<file path="src/rtl/dm_sba_arbiter_pkg.sv">
// dm_sba_arbiter_pkg: shared constants and helpers for the SBA bus arbiter
package dm_sba_arbiter_pkg;
  localparam int unsigned DefaultMaxOutstanding = 2;
  function automatic int unsigned idx_width(input int unsigned n);
    return n > 1 ? $clog2(n) : 1;
  endfunction
endpackage

</file>
<file path="src/rtl/dm_sba_id_fifo.sv">
// dm_sba_id_fifo: in-order FIFO of requester indices for outstanding bus transactions
module dm_sba_id_fifo #(
  parameter int unsigned Depth = 2,
  parameter int unsigned Width = 1
) (
  input  logic             clk_i,
  input  logic             rst_ni,
  input  logic             flush,
  input  logic             push,
  input  logic             pop,
  input  logic [Width-1:0] data_in,
  output logic [Width-1:0] data_out,
  output logic             empty,
  output logic             full
);
  localparam int unsigned PtrW = Depth > 1 ? $clog2(Depth) : 1;
  localparam int unsigned CntW = $clog2(Depth + 1);
  logic [Width-1:0] mem [Depth];
  logic [PtrW-1:0]  wr_q, rd_q;
  logic [CntW-1:0]  cnt_q;
  logic             do_push, do_pop;
  assign empty    = cnt_q == '0;
  assign full     = cnt_q == CntW'(Depth);
  assign do_pop   = pop & ~empty;
  assign do_push  = push & (~full | do_pop);
  assign data_out = mem[rd_q];
  // storage is not reset; validity is tracked by the count
  always_ff @(posedge clk_i) begin
    if (do_push) mem[wr_q] <= data_in;
  end
  // pointers and occupancy, cleared by reset or flush
  always_ff @(posedge clk_i or negedge rst_ni) begin
    if (!rst_ni) begin
      wr_q  <= '0;
      rd_q  <= '0;
      cnt_q <= '0;
    end else if (flush) begin
      wr_q  <= '0;
      rd_q  <= '0;
      cnt_q <= '0;
    end else begin
      if (do_push) wr_q <= wr_q == PtrW'(Depth - 1) ? '0 : wr_q + 1'b1;
      if (do_pop) rd_q <= rd_q == PtrW'(Depth - 1) ? '0 : rd_q + 1'b1;
      cnt_q <= cnt_q + CntW'(do_push) - CntW'(do_pop);
    end
  end
endmodule

</file>
<file path="src/rtl/dm_sba_arbiter.sv">
// dm_sba_arbiter: round-robin sharing of one in-order bus master port among requesters
module dm_sba_arbiter
  import dm_sba_arbiter_pkg::*;
#(
  parameter int unsigned NumReq         = 2,
  parameter int unsigned BusWidth       = 32,
  parameter int unsigned MaxOutstanding = DefaultMaxOutstanding
) (
  input  logic                                 clk_i,
  input  logic                                 rst_ni,
  input  logic                                 dmactive_i,
  input  logic [NumReq-1:0]                    req_i,
  input  logic [NumReq-1:0][BusWidth-1:0]      add_i,
  input  logic [NumReq-1:0]                    we_i,
  input  logic [NumReq-1:0][BusWidth-1:0]      wdata_i,
  input  logic [NumReq-1:0][BusWidth/8-1:0]    be_i,
  output logic [NumReq-1:0]                    gnt_o,
  output logic [NumReq-1:0]                    r_valid_o,
  output logic [BusWidth-1:0]                  r_rdata_o,
  output logic                                 master_req_o,
  output logic [BusWidth-1:0]                  master_add_o,
  output logic                                 master_we_o,
  output logic [BusWidth-1:0]                  master_wdata_o,
  output logic [BusWidth/8-1:0]                master_be_o,
  input  logic                                 master_gnt_i,
  input  logic                                 master_r_valid_i,
  input  logic [BusWidth-1:0]                  master_r_rdata_i,
  output logic                                 rsp_err_o
);
  localparam int unsigned IdxW = idx_width(NumReq);
  localparam int unsigned CntW = $clog2(MaxOutstanding + 1);
  typedef logic [IdxW-1:0] sba_rr_idx_t;
  sba_rr_idx_t     rr_q, lock_idx_q, rr_sel, sel, head, cand;
  logic            lock_q, hit, full, hs, pop, fifo_empty, fifo_full;
  logic [CntW-1:0] count_q;
  // first requesting index at or after the round-robin pointer, with wrap-around
  always_comb begin
    rr_sel = rr_q;
    hit    = 1'b0;
    cand   = rr_q;
    for (int k = 0; k < NumReq; k++) begin
      cand = IdxW'((int'(rr_q) + k) % NumReq);
      if (!hit && req_i[cand]) begin
        rr_sel = cand;
        hit    = 1'b1;
      end
    end
  end
  assign sel            = lock_q ? lock_idx_q : rr_sel;
  assign full           = count_q == CntW'(MaxOutstanding);
  assign master_req_o   = req_i[sel] & ~full & dmactive_i & rst_ni;
  assign master_add_o   = add_i[sel];
  assign master_we_o    = we_i[sel] & rst_ni;
  assign master_wdata_o = wdata_i[sel];
  assign master_be_o    = be_i[sel];
  assign hs             = master_req_o & master_gnt_i;
  assign gnt_o          = hs ? (NumReq'(1) << sel) : '0;
  assign pop            = master_r_valid_i & ~fifo_empty & dmactive_i & rst_ni;
  assign r_valid_o      = pop ? (NumReq'(1) << head) : '0;
  assign r_rdata_o      = master_r_rdata_i;
  assign rsp_err_o      = master_r_valid_i & rst_ni & ~pop;
  dm_sba_id_fifo #(
    .Depth(MaxOutstanding),
    .Width(IdxW)
  ) i_id_fifo (
    .clk_i   (clk_i),
    .rst_ni  (rst_ni),
    .flush   (~dmactive_i),
    .push    (hs),
    .pop     (pop),
    .data_in (sel),
    .data_out(head),
    .empty   (fifo_empty),
    .full    (fifo_full)
  );
  // round-robin pointer, grant lock and outstanding count
  always_ff @(posedge clk_i or negedge rst_ni) begin
    if (!rst_ni) begin
      rr_q       <= '0;
      lock_q     <= 1'b0;
      lock_idx_q <= '0;
      count_q    <= '0;
    end else if (!dmactive_i) begin
      rr_q       <= '0;
      lock_q     <= 1'b0;
      lock_idx_q <= '0;
      count_q    <= '0;
    end else begin
      if (hs) rr_q <= sel == IdxW'(NumReq - 1) ? '0 : sel + 1'b1;
      if (hs) lock_q <= 1'b0;
      else if (master_req_o) begin
        lock_q     <= 1'b1;
        lock_idx_q <= sel;
      end
      count_q <= count_q + CntW'(hs) - CntW'(pop);
    end
  end
  a_hold_req: assert property (@(posedge clk_i) disable iff (!rst_ni || !dmactive_i)
    lock_q |-> req_i[lock_idx_q]);
  a_fifo_cnt: assert property (@(posedge clk_i) disable iff (!rst_ni)
    fifo_full == full);
endmodule

</file>
<file path="config.mk">
export PLATFORM = sky130hd
export DESIGN_NAME = dm_sba_arbiter
export DESIGN_NICKNAME = d
export VERILOG_FILES = /design/src/rtl/dm_sba_arbiter_pkg.sv /design/src/rtl/dm_sba_id_fifo.sv /design/src/rtl/dm_sba_arbiter.sv
export SDC_FILE = /design/constraint.sdc
export NUM_CORES = 1
export LEC_CHECK = 0
export CAP_MARGIN = 20
export CORE_AREA = 2 2 110 112
export CTS_CLUSTER_DIAMETER = 30
export CTS_CLUSTER_SIZE = 40
export DETAILED_ROUTE_END_ITERATION = 10
export DIE_AREA = 0 0 112 114
export HOLD_SLACK_MARGIN = 0.06
export PLACE_DENSITY_LB_ADDON = 0.15
export SKIP_LAST_GASP = 1
export SYNTH_ARGS = -nofsm -noshare
export SYNTH_HDL_FRONTEND = slang
export SYNTH_HIERARCHICAL = 1
export SYNTH_SLANG_ARGS = --single-unit
</file>
<file path="constraint.sdc">
create_clock -name clk_i -period 4.9 [get_ports clk_i]
set_input_delay 0.98 -clock clk_i [delete_from_list [all_inputs] [get_ports clk_i]]
set_output_delay 0.98 -clock clk_i [all_outputs]
set_load 0.02 [all_outputs]
</file>
==> results.md <==
- Status: completed
- DR iter-0 viols: between 50 and 60
- Leakage: 0.00172 uW
- R2R Setup Slk: about 2500 ps
- Pin count of the biggest net entering global routing: a little over 40
- FF-to-FF path depth: 11
- Fin util: ~36%
- First-pass GRT wire length: 11000 um
- Critical Path Source Type: input pin
- FMAX: roughly 240 MHz
- Sequential Power Share: about 14%
- Crit path max-delay cell type: clkdlybuf4s50_1
- Die Ht: 114 um
- Largest delay share family, worst path: buffers and inverters
- Crit path arrival time: around 3200 ps
- PwrDens: between 150 and 200 nW/um^2
- Post-Synthesis Cells: approximately 180
- Worst-path clk slew: approximately 40 ps
- Reg-to-reg critical path startpoint: lock_idx_q
- FP Rows: 40
- CTS Buffer Depth: 2
- Max incr delay on CP: 550 ps
- Gate power share: between 60% and 70%
- Cell chain of the critical path: clkdlybuf4s50_1, a21boi_2, o31ai_4, buf_12, mux2_4, clkdlybuf4s50_1
- Drt wl/cell: 14.6 um
- Hold Slack: between 500 and 600 ps
- Max-cap violation count: 0
- Critical path endpoint category: primary output
- Worst Hold Class: flip-flop to flip-flop
- PortBufs: 219
- Net count reported at finish: 547
- Commonest non-fill, non-tap cells in the layout: clkdlybuf4s50_1, mux2_4, mux2_2
- CP Class: input pin to primary output
- Most common cell after layout, fill and taps aside: clkdlybuf4s50_1
- Initial Utilization: between 10% and 20%
- Endpoints failing setup: 0
- Synth-to-Final Area Change: 105%
- GR Overflow Total: 0
- Fin Setup TNS: 0 ps
- Mapped Avg Cell Area: around 11 sq um
- Clock period minus worst slack: 4150 ps
- Root Buffer Master: clkbuf_16
- Sw Share: a little over 30%
- Switching power: 215 uW
- Slew Limit Fails: 0
- Internal: ~500 uW
- All-Layer GR Usage: a little over a tenth
- TritonCTS clock tree: yes
- Final Wtd Congestion: 0.759
- Top-Level Pins: 284
- Detail Placement HPWL: around 6300 um
- Final Hold Fails: 0
- Worst VDD drop: about 0.14 mV
- Initial DRT Pass Iterations: 4
- Min-Delay Startpoint: i_id_fifo/rd_q
- ANT nets after route: 0
- Layout cell share with drive strength beyond 1: a little over a fifth
- Via count: between 2000 and 2500
- Cell mode on critical path: clkdlybuf4s50_1
- YS warnings: 6
- Clock H-tree levels: 1
- Die area: roughly 13000 sq um
- Cts hold-fix bufs: 0
- Buf/Inv on CP: 3
- Worst hold path depth: 2
- Tot Pwr: ~700 uW
- RSZ-0062 raised after global routing: false
- N_diodes: 0
- Mapped cell area: just over 2000 sq um
- DR vias/cell: between 3 and 4
- Worst EP required: 3920 ps
- Clk_lat worst skew: roughly 240 ps
- Final wirelength: about 7500 um
- Slew @ Worst Pin: about 370 ps
- Initial antenna violation count: 0
- Critical path peak fanout: 40
- RR Endpoint: i_id_fifo/cnt_q[1]
- Clock network power share: 21.1%
- Slew HR: 75.2%
- Fin crit share: a little over four fifths
- Clk sinks: 11
- TritonCTS Buffers: 3
- Clock skew: ~1.2 ps
- PostCTS Resize Cnt: 0
- Hold Path End: i_id_fifo/rd_q
- Vias in the first global route: between 1500 and 2000
- Die width: about 110 um
- Core box area: 11700 sq um
- DRC: 0
- Post-CTS Setup Bufs: 0
- Synth Net Count: between 300 and 400
==> power groups by stage <==
stage	sequential (uW)	combinational [uW]	clock [uW]
detailed placement	102	463	0
CTS	101	465	153
global placement	102	462	0
floorplan	101	274	0
global route	101	484	159
finish	101	459	150
==> area by class of cell <==
type / count / area (sq um)
multi-input cells: 120 / 1350
repair buffers: 223 / 2250
flip-flops and latches: 11 / 285
clock inverters: 1 / 5.00
well taps: 147 / 184
inverters: 7 / 26.3
fillers: 1183 / 7540
clock buffers: 3 / 75.1
==> layer usage <==
layer  vias to the layer above  wire length (um)  global-route usage, %
met5                         -                 0                      0
met4                         0                40                   1.79
met3                         4               758                   3.51
met2                       130              3660                   18.9
met1                       919              3010                   13.0
li1                        964                 -                      -
==> sequential cells by signal, summed over array words and instances, names as in the netlist <==
signal,cells
lock_q,1
i_id_fifo/cnt_q,2
rr_q,1
i_id_fifo/wr_q,1
count_q,2
lock_idx_q,1
i_id_fifo/rd_q,1
i_id_fifo/mem,2
==> worst max-delay path by stage <==
| stage | from | to | slack (ps) | cells past startpoint |
|---|---|---|---|---|
| 5_1_grt | dmactive_i | gnt_o[0] | 670 | 6 |
| 6_report | req_i[1] | master_be_o[1] | 750 | 6 |
| 2_1_floorplan | req_i[0] | master_wdata_o[11] | 1800 | 5 |
| 4_1_cts | req_i[1] | master_wdata_o[15] | 740 | 6 |
| 3_5_place_dp | req_i[1] | master_wdata_o[15] | 730 | 6 |
| 3_3_place_gp | req_i[1] | master_wdata_o[15] | 770 | 6 |
==> metrics by stage <==
stage,setup WS [ps],instance area (sq um),cells
detailed placement,734,4090,508
global route,672,4170,512
floorplan,1800,2030,178
global placement,766,4090,508
CTS,735,4170,512
finish,748,4170,512
==> tightest hold or removal path: stages, from the launching register on <==
cell and delay (ps):
dfrtp_1 360, xnor2_1 80, nor2_1 70
Note: power is estimated with default switching activity, not from simulation.
